**config.mk**
```make
export PLATFORM = sky130hd
export DESIGN_NAME = display8digit_capture
export DESIGN_NICKNAME = d
export VERILOG_FILES = /design/src/rtl/display_pkg.sv /design/src/rtl/seg7tohex.sv /design/src/rtl/display8digit_capture.sv
export SDC_FILE = /design/constraint.sdc
export NUM_CORES = 1
export LEC_CHECK = 0
export ABC_CLOCK_PERIOD_IN_PS = 4330
export CAP_MARGIN = 20
export CORE_MARGIN = 2
export CORE_UTILIZATION = 36
export DETAILED_ROUTE_END_ITERATION = 6
export HOLD_SLACK_MARGIN = 0.12
export PLACE_DENSITY = 0.6
export SYNTH_ARGS = -nofsm -noshare
export SYNTH_HDL_FRONTEND = slang
export SYNTH_SLANG_ARGS = --single-unit
```
**constraint.sdc**
```tcl
create_clock -name clk -period 4.33 [get_ports clk]
set_input_delay 0.6495 -clock clk [delete_from_list [all_inputs] [get_ports clk]]
set_output_delay 0.6495 -clock clk [all_outputs]
set_load 0.01 [all_outputs]
```
**src/rtl/display_pkg.sv**
```systemverilog
// Shared display-bus types: digit geometry, segment code table, capture FSM states.
package display_pkg;

    localparam int unsigned DIGITS   = 8;
    localparam int unsigned NIBBLE_W = 4;
    localparam int unsigned VAL_W    = DIGITS * NIBBLE_W;
    localparam int unsigned IDX_W    = 3;
    localparam int unsigned HEX_CNT  = 16;

    // Active-low segment pattern, bit order {g,f,e,d,c,b,a}
    typedef logic [6:0] seg7_t;

    // One observation of the display bus (digit select + segment lines incl. dp)
    typedef struct packed {
        logic [DIGITS-1:0] sel;
        logic [7:0]        seg;
    } disp_pair_t;

    typedef enum logic [1:0] {
        WAIT   = 2'd0,
        SETTLE = 2'd1,
        HELD   = 2'd2
    } cap_state_t;

    // Hex digit -> active-low segment pattern; the decoder inverts this table
    localparam seg7_t SEG7_TABLE [HEX_CNT] = '{
        7'h40, 7'h79, 7'h24, 7'h30, 7'h19, 7'h12, 7'h02, 7'h78,
        7'h00, 7'h10, 7'h08, 7'h03, 7'h46, 7'h21, 7'h06, 7'h0E
    };

    // True when exactly one active-low select line is asserted
    function automatic logic sel_legal(input logic [DIGITS-1:0] sel);
        logic [DIGITS-1:0] act;
        act = ~sel;
        return (act != '0) && ((act & (act - DIGITS'(1))) == '0);
    endfunction

    // Index of the asserted (low) select line; only meaningful for a legal select
    function automatic logic [IDX_W-1:0] sel_to_idx(input logic [DIGITS-1:0] sel);
        logic [IDX_W-1:0] idx;
        idx = '0;
        for (int i = 0; i < DIGITS; i++) begin
            if (!sel[i]) begin
                idx = IDX_W'(i);
            end
        end
        return idx;
    endfunction

endpackage

```
**src/rtl/seg7tohex.sv**
```systemverilog
// Combinational seven-segment to hex decoder; inverse of the display encoder.
module seg7tohex
    import display_pkg::*;
(
    input  seg7_t                seg,
    output logic [NIBBLE_W-1:0]  nibble_c,
    output logic                 valid_c
);

    // Table search; patterns outside the table report invalid with nibble 0
    always_comb begin
        nibble_c = '0;
        valid_c  = 1'b0;
        for (int i = 0; i < HEX_CNT; i++) begin
            if (seg == SEG7_TABLE[i]) begin
                nibble_c = NIBBLE_W'(i);
                valid_c  = 1'b1;
            end
        end
    end

endmodule

```
**src/rtl/display8digit_capture.sv**
```systemverilog
// Display bus monitor: captures settled digits and reassembles the 32-bit frame.
module display8digit_capture
    import display_pkg::*;
#(
    parameter int unsigned SETTLE_CYCLES = 16,
    parameter int unsigned SYNC_STAGES   = 2
)
(
    input  logic              clk,
    input  logic              reset_n,
    input  logic [7:0]        segments,
    input  logic [DIGITS-1:0] digitselect,
    output logic [VAL_W-1:0]  val,
    output logic              val_valid,
    output logic              frame_err,
    output logic [DIGITS-1:0] digit_mask
);

    localparam int unsigned CNT_W = 8;

    logic [DIGITS-1:0] sel_sync [SYNC_STAGES];
    logic [7:0]        seg_sync [SYNC_STAGES];
    logic [DIGITS-1:0] sel_s;
    logic [7:0]        seg_s;

    disp_pair_t        cur_c;
    disp_pair_t        ref_q, ref_d;
    cap_state_t        state_q, state_d;
    logic [CNT_W-1:0]  cnt_q, cnt_d;
    logic              legal_c;
    logic              capture_c;

    logic [NIBBLE_W-1:0] dec_nibble_c;
    logic                dec_valid_c;
    logic [IDX_W-1:0]    idx_c;

    logic [VAL_W-1:0]  shadow_q;
    logic [DIGITS-1:0] mask_q;
    logic              err_r;

    // Input synchronisers; idle bus (all high) after reset
    always_ff @(posedge clk or negedge reset_n) begin
        if (!reset_n) begin
            for (int i = 0; i < SYNC_STAGES; i++) begin
                sel_sync[i] <= '1;
                seg_sync[i] <= '1;
            end
        end else begin
            sel_sync[0] <= digitselect;
            seg_sync[0] <= segments;
            for (int i = 1; i < SYNC_STAGES; i++) begin
                sel_sync[i] <= sel_sync[i-1];
                seg_sync[i] <= seg_sync[i-1];
            end
        end
    end

    assign sel_s     = sel_sync[SYNC_STAGES-1];
    assign seg_s     = seg_sync[SYNC_STAGES-1];
    assign cur_c.sel = sel_s;
    assign cur_c.seg = seg_s;
    assign legal_c   = sel_legal(sel_s);

    // Capture FSM state, settle counter and reference pair
    always_ff @(posedge clk or negedge reset_n) begin
        if (!reset_n) begin
            state_q <= WAIT;
            cnt_q   <= '0;
            ref_q   <= '{sel: '1, seg: '1};
        end else begin
            state_q <= state_d;
            cnt_q   <= cnt_d;
            ref_q   <= ref_d;
        end
    end

    // Next-state: wait for a legal select, require a stable dwell, capture once per dwell
    always_comb begin
        state_d   = state_q;
        cnt_d     = cnt_q;
        ref_d     = ref_q;
        capture_c = 1'b0;
        if (!legal_c) begin
            state_d = WAIT;
            cnt_d   = '0;
        end else begin
            unique case (state_q)
                WAIT: begin
                    state_d = SETTLE;
                    cnt_d   = CNT_W'(1);
                    ref_d   = cur_c;
                end
                SETTLE: begin
                    if (cur_c != ref_q) begin
                        ref_d = cur_c;
                        cnt_d = CNT_W'(1);
                    end else if (cnt_q == CNT_W'(SETTLE_CYCLES)) begin
                        capture_c = 1'b1;
                        state_d   = HELD;
                    end else if (cnt_q != '1) begin
                        cnt_d = cnt_q + CNT_W'(1);
                    end
                end
                HELD: begin
                    if (cur_c != ref_q) begin
                        state_d = WAIT;
                        cnt_d   = '0;
                    end
                end
                default: begin
                    state_d = WAIT;
                    cnt_d   = '0;
                end
            endcase
        end
    end

    seg7tohex u_dec (
        .seg      (ref_q.seg[6:0]),
        .nibble_c (dec_nibble_c),
        .valid_c  (dec_valid_c)
    );

    assign idx_c = sel_to_idx(ref_q.sel);

    // Shadow frame assembly, frame completion and output pulses
    always_ff @(posedge clk or negedge reset_n) begin
        if (!reset_n) begin
            shadow_q  <= '0;
            mask_q    <= '0;
            err_r     <= 1'b0;
            val       <= '0;
            val_valid <= 1'b0;
            frame_err <= 1'b0;
        end else begin
            val_valid <= 1'b0;
            frame_err <= 1'b0;
            if (mask_q == '1) begin
                if (!err_r) begin
                    val       <= shadow_q;
                    val_valid <= 1'b1;
                end else begin
                    frame_err <= 1'b1;
                end
                mask_q <= '0;
                err_r  <= 1'b0;
            end else if (capture_c) begin
                for (int d = 0; d < DIGITS; d++) begin
                    if (idx_c == IDX_W'(d)) begin
                        shadow_q[d*NIBBLE_W +: NIBBLE_W] <= dec_valid_c ? dec_nibble_c : '0;
                        mask_q[d]                        <= 1'b1;
                    end
                end
                if (!dec_valid_c) begin
                    err_r <= 1'b1;
                end
            end
        end
    end

    assign digit_mask = mask_q;

endmodule

```
==> results.json <==
{
  "p_int_mw": 2.25,
  "p_seq_frac": 0.494,
  "fmax_mhz": 314,
  "vdd_drop_max_uv": 328,
  "critPathTopFamily": "simple AND/OR/NAND/NOR gates",
  "netlist_instances": 414,
  "start_util": 0.369,
  "dieArea_um2": 16700,
  "path_clk_slew_ps": 60,
  "tightestPinTransition_ps": 970,
  "reg2regPathDepth": 8,
  "hp-class": "in -> async",
  "rsz0062_at_grt": "false",
  "status": "complete, no violations",
  "fillerInstances": 1384,
  "drt-vias-per-instance": 4.97,
  "antenna_left": 0,
  "cts_num_sinks": 133,
  "ys_types": 59,
  "p_sw_mw": 0.780,
  "met1_length_um": 5120,
  "postCtsHoldBufs": 0,
  "worst_setup_path_end_kind": "register",
  "grt_overflow": 0,
  "cts_buffers": 17,
  "cp.buffers_inverters": 1,
  "grt_usage": 0.138,
  "grt_max_degree": 59,
  "cts_resized": 0,
  "crit_required_ps": 4620,
  "io_pins": 60,
  "startpoint_type": "register",
  "top_layer_used": "met4",
  "synth.avg_cell_area_um2": 13.6,
  "synth-main-ff-cell": "dfrtp_1",
  "hpwlAfterDp_um": 7390,
  "ys_ff_latch": 133,
  "post_cts_buffers": 0,
  "ys_async_sr_fraction": 1.00,
  "vias": 3472,
  "setup_viol": 0,
  "cp_slowest_stage_delay_ps": 530,
  "synth_area_um2": 5630,
  "wl_per_cell_um": 15.4,
  "routed_wl_um": 10800,
  "period_share": 0.736,
  "core-area_um2": 15300,
  "layout_setup_ws_ps": 1140,
  "wl_met3_um": 435,
  "cp_num_cells": 8,
  "wl_met2_um": 5110,
  "syn_nets": 434,
  "slew_headroom": 0.351,
  "seqCellArea_um2": 3390,
  "die_y_um": 129,
  "grt_pass1_vias": 3362,
  "crit_arrival_ps": 3480,
  "root_buffer": "clkbuf_16",
  "clkPwrFrac": 0.396,
  "path_class": "reg -> reg",
  "fin_tns_setup_ps": 0,
  "area_delta_synth_final_pct": 22.6,
  "layout-drive-gt1-share": 0.359,
  "ys_warn_count": 0,
  "gp_congestion": 0.755,
  "path_max_fanout": 7,
  "htree_levels": 4,
  "critPathSlowestCell": "a2111oi_4",
  "drt-initial-drc-count": 199,
  "finalHoldViolCount": 0,
  "synth_edf_count": 0,
  "clock_path_buffers": 2,
  "core.rowCount": 45,
  "maxCapViolCount": 0,
  "diodes": 0,
  "antenna_found_initial": 0,
  "multi_input_area_um2": 2080,
  "leakagePower_nw": 3.03,
  "crit_chain": "inv_1 > ha_1 > or4b_4 > nor4b_4 > nand4b_1 > a2111oi_4 > and4b_1 > mux2_2",
  "final_nets": 496,
  "cts_tree": "done",
  "port_buffers": 59,
  "p_per_area_nw_per_um2": 439,
  "switching_share": 0.258,
  "place_ws_ps": 1210,
  "period_needed_ps": 3190,
  "die_w_um": 129,
  "dr.pass1.iters": 4,
  "ys_seq_area_frac": 0.602,
  "slew_viol_final": 0,
  "drc": 0,
  "clock_latency_ps": 410,
  "grt_pass1_wl_um": 17500,
  "pwr-share-comb": 0.110,
  "skew_ps": 11.1
}
metrics by stage:
stage	util	total power, mW	hold slack (ps)	std cells	area (um2)
CTS	0.452	3.07	334	698	6900
detailed placement	0.420	1.86	347	668	6410
finish	0.452	3.03	312	698	6900
global placement	0.420	1.84	346	668	6410
floorplan	-	1.70	345	414	5630
global route	0.452	3.17	352	698	6900
layout by cell type (no fill, tap or decap), types with 2 or more instances in the layout:
master	synthesis	routed
nor4_1	4	4
o41ai_1	3	3
or3_1	7	7
o31ai_1	3	3
clkdlybuf4s50_1	0	58
nor2_1	13	12
o32a_1	2	2
mux2_2	72	72
nand2b_1	2	2
a21oi_1	12	12
mux2_4	8	8
nand4_1	6	6
clkbuf_1	13	5
buf_4	1	7
xor2_1	16	16
o21ai_0	12	12
or2_2	3	3
inv_1	10	10
clkbuf_16	0	17
clkinv_2	0	6
ha_1	2	2
nand3b_1	5	5
nand4b_1	3	3
o211ai_1	2	2
xnor2_1	2	2
nand3_1	12	12
or4_1	3	3
dfstp_2	48	48
a21o_1	5	5
a31oi_1	2	2
nor3_1	3	3
nor2b_1	3	3
dfrtp_1	85	85
a2111oi_0	2	2
nand2_1	17	17
a21boi_0	2	2
cell usage after synthesis, types with 5 or more instances:
cell	instances	area (um2)
dfstp_2	48	1260
nand3b_1	5	37.5
xor2_1	16	140
clkbuf_1	13	48.8
nor2_1	13	48.8
mux2_4	8	120
dfrtp_1	85	2130
a21oi_1	12	60.1
inv_1	10	37.5
o21ai_0	12	60.1
mux2_2	72	811
nand4_1	6	37.5
a21o_1	5	37.5
nand2_1	17	63.8
nand3_1	12	60.1
or3_1	7	43.8
power by group through the flow:
stage	registers, mW	logic [mW]	clock network, mW
3_3_place_gp	1.50	0.334	0
6_report	1.50	0.334	1.20
2_1_floorplan	1.43	0.269	0
5_1_grt	1.51	0.370	1.29
4_1_cts	1.49	0.343	1.24
3_5_place_dp	1.51	0.342	0
final timing paths:
kind / end / start / slack (ps)
max reg2reg: shadow_q[18] / cnt_q[0] / 1140
min in group clk: seg_s[1] / seg_sync[9] / 350
min: val[11] / reset_n / 310
max in group asynchronous: seg_sync[9] / reset_n / 3050
min reg2reg: seg_s[1] / seg_sync[9] / 350
max: shadow_q[18] / cnt_q[0] / 1140
sequential cells by signal (all words and copies together) (netlist names):
register and count:
val 32, digit_mask 8, seg_s 8, val_valid 1, sel_s 8, err_r 1
sel_sync 8, ref_q 16, cnt_q 8, state_q 2, frame_err 1, shadow_q 32
seg_sync 8
logic make-up (layout without fill, tap and decap cells):
logic type               after synthesis  after routing  share of synthesized area
XOR/XNOR                              18             18                     0.0280
flip-flops                           133            133                      0.602
buffers and inverters                 32            105                     0.0282
AO/OA/AOI/OAI                         55             55                     0.0709
multiplexers                          80             80                      0.165
adder cells (fa/ha/maj)                2              2                    0.00444
AND/OR/NAND/NOR                       94             94                      0.101
layer usage:
layer | vias up | global-route usage
li1 | 1618 | -
met1 | 1754 | 0.189
met2 | 90 | 0.210
met3 | 10 | 0.0392
met4 | 0 | 0.0518
met5 | - | 0
layout make-up:
| type | instances | area share |
|---|---|---|
| tap | 211 | 0.0383 |
| multi-input combinational | 249 | 0.302 |
| clock buffer | 23 | 0.0664 |
| sequential | 133 | 0.491 |
| timing repair buffer | 65 | 0.0918 |
| inverter | 10 | 0.00544 |
| clock inverter | 7 | 0.00490 |
Note: power is estimated with default switching activity, not from simulation.
